===== src/rtl/pc_sequencer.sv =====
// pc_sequencer: program-counter and instruction-sequencing FSM for a small
// 16-bit core. Each instruction walks FETCH -> DECODE -> EXEC and then back
// to FETCH. The HALT opcode parks the machine in HALT, and only reset leaves it.
//
// Handshake: fetch_req is high only in FETCH. An instruction word transfers
// on the rising edge where fetch_req and instr_valid are both 1. Outside FETCH,
// instr_valid is ignored. There is no back-pressure on the memory side.
module pc_sequencer #(
  parameter logic [15:0] RESET_PC = 16'h0000
) (
  input  logic        clk,
  input  logic        rst_n,
  input  logic [15:0] instr,
  input  logic        instr_valid,
  input  logic [15:0] imm,
  input  logic        zero,
  input  logic        stall,
  output logic [15:0] pc,
  output logic        fetch_req,
  output logic [15:0] ir,
  output logic [1:0]  imm_sel,
  output logic        issue,
  output logic        br_taken,
  output logic        halted,
  output logic [1:0]  state_dbg
);

  typedef enum logic [1:0] {
    S_FETCH  = 2'd0,
    S_DECODE = 2'd1,
    S_EXEC   = 2'd2,
    S_HALT   = 2'd3
  } state_t;

  localparam logic [1:0] SEL_B    = 2'b00;
  localparam logic [1:0] SEL_C    = 2'b01;
  localparam logic [1:0] SEL_D    = 2'b10;
  localparam logic [1:0] SEL_NONE = 2'b11;

  state_t      state, state_nxt;
  logic [3:0]  opcode;
  logic        op_alu, op_bz, op_bnz, op_jmp, op_halt;
  logic [15:0] pc_inc;
  logic [15:0] pc_br;
  logic [15:0] pc_jmp;
  logic        cond_taken;
  logic        exec_go;

  // Opcode decode from the latched instruction register
  always_comb begin
    opcode  = ir[15:12];
    op_alu  = (opcode <= 4'd11);
    op_bz   = (opcode == 4'd12);
    op_bnz  = (opcode == 4'd13);
    op_jmp  = (opcode == 4'd14);
    op_halt = (opcode == 4'd15);
  end

  // Next-PC candidates; additions wrap modulo 2^16 by width
  always_comb begin
    pc_inc     = pc + 16'd1;
    pc_br      = pc_inc + imm;
    pc_jmp     = {pc[15:12], imm[11:0]};
    cond_taken = (op_bz & zero) | (op_bnz & ~zero);
    exec_go    = (state == S_EXEC) && !stall;
  end

  // State register
  always_ff @(posedge clk) begin
    if (!rst_n) begin
      state <= S_FETCH;
    end else begin
      state <= state_nxt;
    end
  end

  // Next-state logic
  always_comb begin
    state_nxt = state;
    case (state)
      S_FETCH:  if (instr_valid) state_nxt = S_DECODE;
      S_DECODE: state_nxt = op_halt ? S_HALT : S_EXEC;
      S_EXEC:   if (!stall) state_nxt = S_FETCH;
      S_HALT:   state_nxt = S_HALT;
      default:  state_nxt = S_FETCH;
    endcase
  end

  // State-derived outputs
  always_comb begin
    fetch_req = (state == S_FETCH);
    halted    = (state == S_HALT);
    state_dbg = state;
  end

  // Datapath registers: pc, ir, imm_sel, and the one-cycle result pulses
  always_ff @(posedge clk) begin
    if (!rst_n) begin
      pc       <= RESET_PC;
      ir       <= 16'h0000;
      imm_sel  <= SEL_NONE;
      issue    <= 1'b0;
      br_taken <= 1'b0;
    end else begin
      issue    <= 1'b0;
      br_taken <= 1'b0;
      if (state == S_FETCH && instr_valid) begin
        ir <= instr;
      end
      if (state == S_DECODE) begin
        if (op_alu)                imm_sel <= SEL_B;
        else if (op_bz || op_bnz)  imm_sel <= SEL_C;
        else if (op_jmp)           imm_sel <= SEL_D;
        else                       imm_sel <= SEL_NONE;
      end
      if (exec_go) begin
        if (op_alu) begin
          pc    <= pc_inc;
          issue <= 1'b1;
        end else if (op_bz || op_bnz) begin
          pc       <= cond_taken ? pc_br : pc_inc;
          br_taken <= cond_taken;
        end else if (op_jmp) begin
          pc       <= pc_jmp;
          br_taken <= 1'b1;
        end
      end
    end
  end

endmodule


===== config.mk =====
export PLATFORM = sky130hd
export DESIGN_NAME = pc_sequencer
export DESIGN_NICKNAME = d
export VERILOG_FILES = /design/src/rtl/pc_sequencer.sv
export SDC_FILE = /design/constraint.sdc
export NUM_CORES = 1
export LEC_CHECK = 0
export ABC_AREA = 0
export CORE_ASPECT_RATIO = 1.5
export CORE_UTILIZATION = 30
export DETAILED_ROUTE_END_ITERATION = 6
export GPL_ROUTABILITY_DRIVEN = 0
export PLACE_DENSITY = 0.65
export SYNTH_ARGS = -nofsm -noshare
export SYNTH_HDL_FRONTEND = slang
export SYNTH_SLANG_ARGS = --single-unit

===== constraint.sdc =====
create_clock -name clk -period 2.9 [get_ports clk]
set_input_delay 0.435 -clock clk [delete_from_list [all_inputs] [get_ports clk]]
set_output_delay 0.435 -clock clk [all_outputs]
set_load 0.1 [all_outputs]

**After elaboration in Yosys (flattened, before gate mapping)**

Cells that the tools add are included.

- Add/subtract/negate cells: 2
- Order comparisons: 1
- Equality and inequality tests: 9
- Mux-type cells: 14
- Bitwise logic cells: 6
- Reductions and logical operators: 12

Operators by type and width:

| kind | count |
|---|---|
| 16-bit 2-to-1 mux | 3 |
| 16-bit by 1-bit adder with 16-bit output (second input constant) | 1 |
| 16-bit adder | 1 |
| 4-bit equality test (second input constant) | 4 |
| 12-bit 2-to-1 mux | 1 |
| 2-bit 2-to-1 mux | 4 |
| 2-bit one-hot mux with 4 select lines | 1 |
| 2-bit AND reduction | 4 |
| 1-bit 2-to-1 mux | 5 |
| 2-bit equality test (second input constant) | 2 |
| 4-bit <= comparator (second input constant) | 1 |
| 2-bit != test (second input constant) | 2 |
| 1-bit NOT | 3 |
| 3-bit nonzero test | 1 |
| 3-bit OR reduction | 1 |
| 1-bit bitwise AND | 2 |
| 2-bit by 1-bit equality test with 1-bit output (second input constant) | 1 |
| 1-bit logical AND | 2 |
| 2-bit logical NOT | 1 |
| 2-bit nonzero test | 1 |
| 1-bit logical NOT | 1 |
| 1-bit logical OR | 1 |
| 1-bit bitwise OR | 1 |

- Register bits: 38
- Output and inout port bits: 40
- Word-level logic and storage cells: 51

**Depth between registers and ports, before layout**

- Word-level depth: 6
- Depth in mapped cells: 13
- Mapped depth without buffers: 13

**Worst setup path before layout**

No wires, ideal clock.

- Path kind: register to register
- Start point: register pc[0]
- End point: register pc[14]
- Setup time: 0.124 ns
- Arrival time: 3.656 ns
- Data required time: 2.776 ns
- Slack: -0.880 ns
- Stages on the path, launching flop included: 13
- Buffers on the path: 1
- Period minus slack after synthesis: 3.780 ns
- Path through: dfxtp_1 -> ha_1 -> nand3_2 -> or2_1 -> nor2b_1 -> xor2_1 -> ha_1 -> and2_1 -> buf_6 -> a221o_1 -> or4_1 -> nand4_1 -> o31ai_2

- Longest elaborated chain between the ends: 5

RTL lines:

| item | RTL line | text |
|---|---|---|
| start, declared | 18 | `output logic [15:0] pc,` |
| start signal, assigned | 118 | `pc <= pc_inc;` |
| start signal, assigned | 121 | `pc <= cond_taken ? pc_br : pc_inc;` |
| start signal, assigned | 124 | `pc <= pc_jmp;` |
| 16-bit by 1-bit adder with 16-bit output (*) | 61 | `pc_inc = pc + 16'd1;` |
| 16-bit adder | 62 | `pc_br = pc_inc + imm;` |
| 16-bit 2-to-1 mux | 121 |  |
| 16-bit 2-to-1 mux | 120 | `end else if (op_bz \|\| op_bnz) begin` |
| 16-bit 2-to-1 mux (*) | 117 | `if (op_alu) begin` |

Every way passes the cells marked *; elsewhere a longest branch is shown, timed or not. The select of a mux whose other input is x is not followed.
A chain may end at the register's enable or synchronous reset.

**Final worst setup path**

- Start point: register pc[2]
- End point: register pc[14]

Same word-level chain as after synthesis.

==> results.cfg <==
[timing]
whs_ns = 0.454
tightest_slew_ns = 0.525
relSlewSlack_pct = 64.8
fmax_ghz = 0.359
period_minus_slack_ns = 2.79
finalCritPeriodShare_pct = 96.1
clock_skew_ns = 0.00132
tns_ns = 0
finalWorstSetupSlack_ns = 0.113
finalSetupViolations = 0
drv_slew = 0
hold_viol_final = 0

[pwr]
p_sw_share_pct = 33.4
power_mw = 1.58
intPower_mw = 1.05
seq_power_share_pct = 35.7
power_switching_mw = 0.527
power_density_nw_per_um2 = 408
pwr-share-clk_pct = 36.3
p_leak_nw = 1.60
peakVddDrop_v = 0.000261
pwr-share-comb_pct = 28.0

[drt]
wl_per_cell_um = 15.3
vias_per_cell = 5.24
vias = 2874
wirelength_mm = 8.37
drcViolationCount = 0
drt_iter0_drc = 146
first_pass_iters = 4
drtAntennaViolNets = 0

[grt]
grtUsageTotal_pct = 17.6
grt_max_degree = 17
gr-usage-met1_pct = 20.2
grt_overflow = 0
grt_pass1_wl_mm = 13.0
grt_pass1_vias = 2721
grt.busiest_layer = met2
use_met3_pct = 2.84
antenna_found_initial = 0
met2_usage_pct = 31.6

[clock_tree]
path_clk_slew_ns = 0.06
cts_buffers = 5
h-tree-depth = 2
cts_root_buf = clkbuf_16
cts_tree = yes
cts_sinks = 38
ctsLongestPathBuffers = 2
clock_latency_ns = 0.27

[logic_synthesis]
ys_top_cells_by_count = nand2_1 (58), a21oi_1 (40), dfxtp_1 (38), nor2_1 (32), ha_1 (19)
synthArstFlopShare_pct = 0
syn-num-nets = 415
ys_warn_count = 0
synthFlopType = dfxtp_1
synth_most_common_cell = nand2_1
ys_seq_area_share_pct = 27.6
syn_area_per_cell_um2 = 7.69
ys_types = 61
syn-cell-area_um2 = 2750
synth_cells = 358
synth_top_cell_area_share_pct = 27.6
synth_edf_count = 0
ys_seq_elements = 38
synth_area_leaders = dfxtp_1 (28%), ha_1 (8.6%), nand2_1 (7.9%), a21oi_1 (7.3%), xor2_1 (4.5%)
yosys.area.top_type = dfxtp_1

[worst_setup_path]
path_class = flip-flop to flip-flop
crit_chain = nand4_1, nor2_4, and4_1, xor2_2, ha_1, a21o_1, a221o_1, or4_1, nand4_1, o31ai_2
crit_path_max_fanout = 6
crit_path_start_kind = flip-flop
cp.arrival_ns = 2.94
end_kind = flip-flop
crit_slowest_cell = or4_1
regToRegEndpoint = pc[14]
regToRegSetupSlack_ns = 0.11
cpMostUsedCell = nand4_1
worstPathRequired_ns = 3.05
crit_end = pc[14]
r2r_start = pc[2]
worstSetupStartpoint = pc[2]
r2r_cells = 10
cpPeakStageDelay_ns = 0.41

[floorplanning]
die_x_um = 80.2
chipHeight_um = 119
start_util_pct = 31.0
pin_count = 77
dieArea_um2 = 9570
core.rowCount = 42
core_um2 = 8880

[final_layout]
diodes = 0
area_delta_synth_final_pct = 40.4
n_fill_cell = 904
layout.nets = 494
drive_gt1_share_pct = 23.1
layout.cells.non_filler = 548

[placement]
pre_cts_slack_ns = -0.0744
dpl.hpwl_mm = 6.51
dp.cells = 539
numPortBuffers = 76

[flow_run]
maxCapViolations = 0

[status]
status = finished clean

[hold_path]
hp-class = flip-flop to flip-flop
## per-stage QoR
stage | cell area [um2] | util [%]
after floorplan | 2830 | -
after global placement | 3620 | 40.7
after detailed placement | 3620 | 40.7
after CTS | 3780 | 42.5
after global routing | 3860 | 43.5
final | 3860 | 43.5
## worst max-delay path: cells and delay by family (launching register included)
kind | cells | cell delay [ns]
xor+xnor | 1 | 0.22
simple gates | 5 | 1.18
flops | 1 | 0.39
fa+ha+maj | 1 | 0.28
compound gates | 3 | 0.60
## registers in the layout (all words and copies together), names as in the netlist
signal and flops:
br_taken 1, imm_sel 2, ir 16, issue 1, pc 16, state_dbg 2
## cells by family after synthesis
| kind of cell | count (synthesis) | share of synthesized area [%] |
|---|---|---|
| AO/OA/AOI/OAI | 105 | 24.1 |
| XOR/XNOR | 29 | 10.0 |
| adder cells (fa/ha/maj) | 20 | 9.36 |
| buffers and inverters | 19 | 3.23 |
| flip-flops | 38 | 27.6 |
| multiplexers | 3 | 1.14 |
| AND/OR/NAND/NOR | 144 | 24.5 |
## area by class of cell
| type | instances | area (um2) | area share [%] |
|---|---|---|---|
| multi-input cells | 301 | 2010 | 52.1 |
| flip-flops and latches | 38 | 797 | 20.6 |
| repair buffers | 86 | 736 | 19.0 |
| clock buffers | 6 | 150 | 3.89 |
| well taps | 110 | 138 | 3.56 |
| inverters | 5 | 18.8 | 0.486 |
| clock inverters | 2 | 10.0 | 0.259 |
## how the worst min path moves through the flow
stage,from,end,slack (ns),cells after the start
after CTS,ir[6],ir[6],0.45,2
after global placement,ir[7],ir[7],0.44,2
final,ir[6],ir[6],0.45,2
after detailed placement,ir[6],ir[6],0.45,2
after global routing,ir[1],ir[1],0.47,2
after floorplan,instr[12],ir[12],0.57,2
## what timing repair did
| action | in CTS | in global routing |
|---|---|---|
| buffers inserted | 0 | 1 |
| endpoints found under the setup margin | 0 | 4 |
| gates resized for setup | 0 | 13 |
| endpoints found under the hold margin | 0 | 0 |
| hold buffers | 0 | 0 |
## metal layers
metal | up-vias | part of all wire, %
li1 | 1441 | -
met1 | 1334 | 39
met2 | 78 | 53
met3 | 21 | 4.7
met4 | 0 | 3.3
met5 | - | 0
## cells in the final DEF (no fill, tap or decap), drive strengths merged, types with 4 or more instances in the layout
| cell type | synthesis | final |
|---|---|---|
| clkdlybuf4s50 | 0 | 36 |
| nor3 | 6 | 6 |
| a21oi | 41 | 41 |
| ha | 19 | 19 |
| o22ai | 5 | 5 |
| inv | 4 | 4 |
| nand2b | 5 | 5 |
| o21ai | 20 | 20 |
| nand2 | 59 | 59 |
| a211oi | 4 | 4 |
| a21o | 5 | 5 |
| dfxtp | 38 | 38 |
| nand4 | 5 | 5 |
| nand3 | 16 | 16 |
| a31oi | 4 | 4 |
| xor2 | 15 | 15 |
| xnor2 | 14 | 14 |
| buf | 7 | 50 |
| and2 | 5 | 5 |
| o211ai | 4 | 4 |
| clkbuf | 7 | 6 |
| nor2 | 33 | 33 |
## power groups by stage
stage | Combinational, mW | Sequential [mW] | Clock, mW
final | 0.441 | 0.563 | 0.572
after global routing | 0.467 | 0.567 | 0.613
after floorplan | 0.156 | 0.722 | 0
after detailed placement | 0.437 | 0.574 | 0
after global placement | 0.433 | 0.573 | 0
after CTS | 0.438 | 0.563 | 0.589
(Power assumes the default switching activity.)
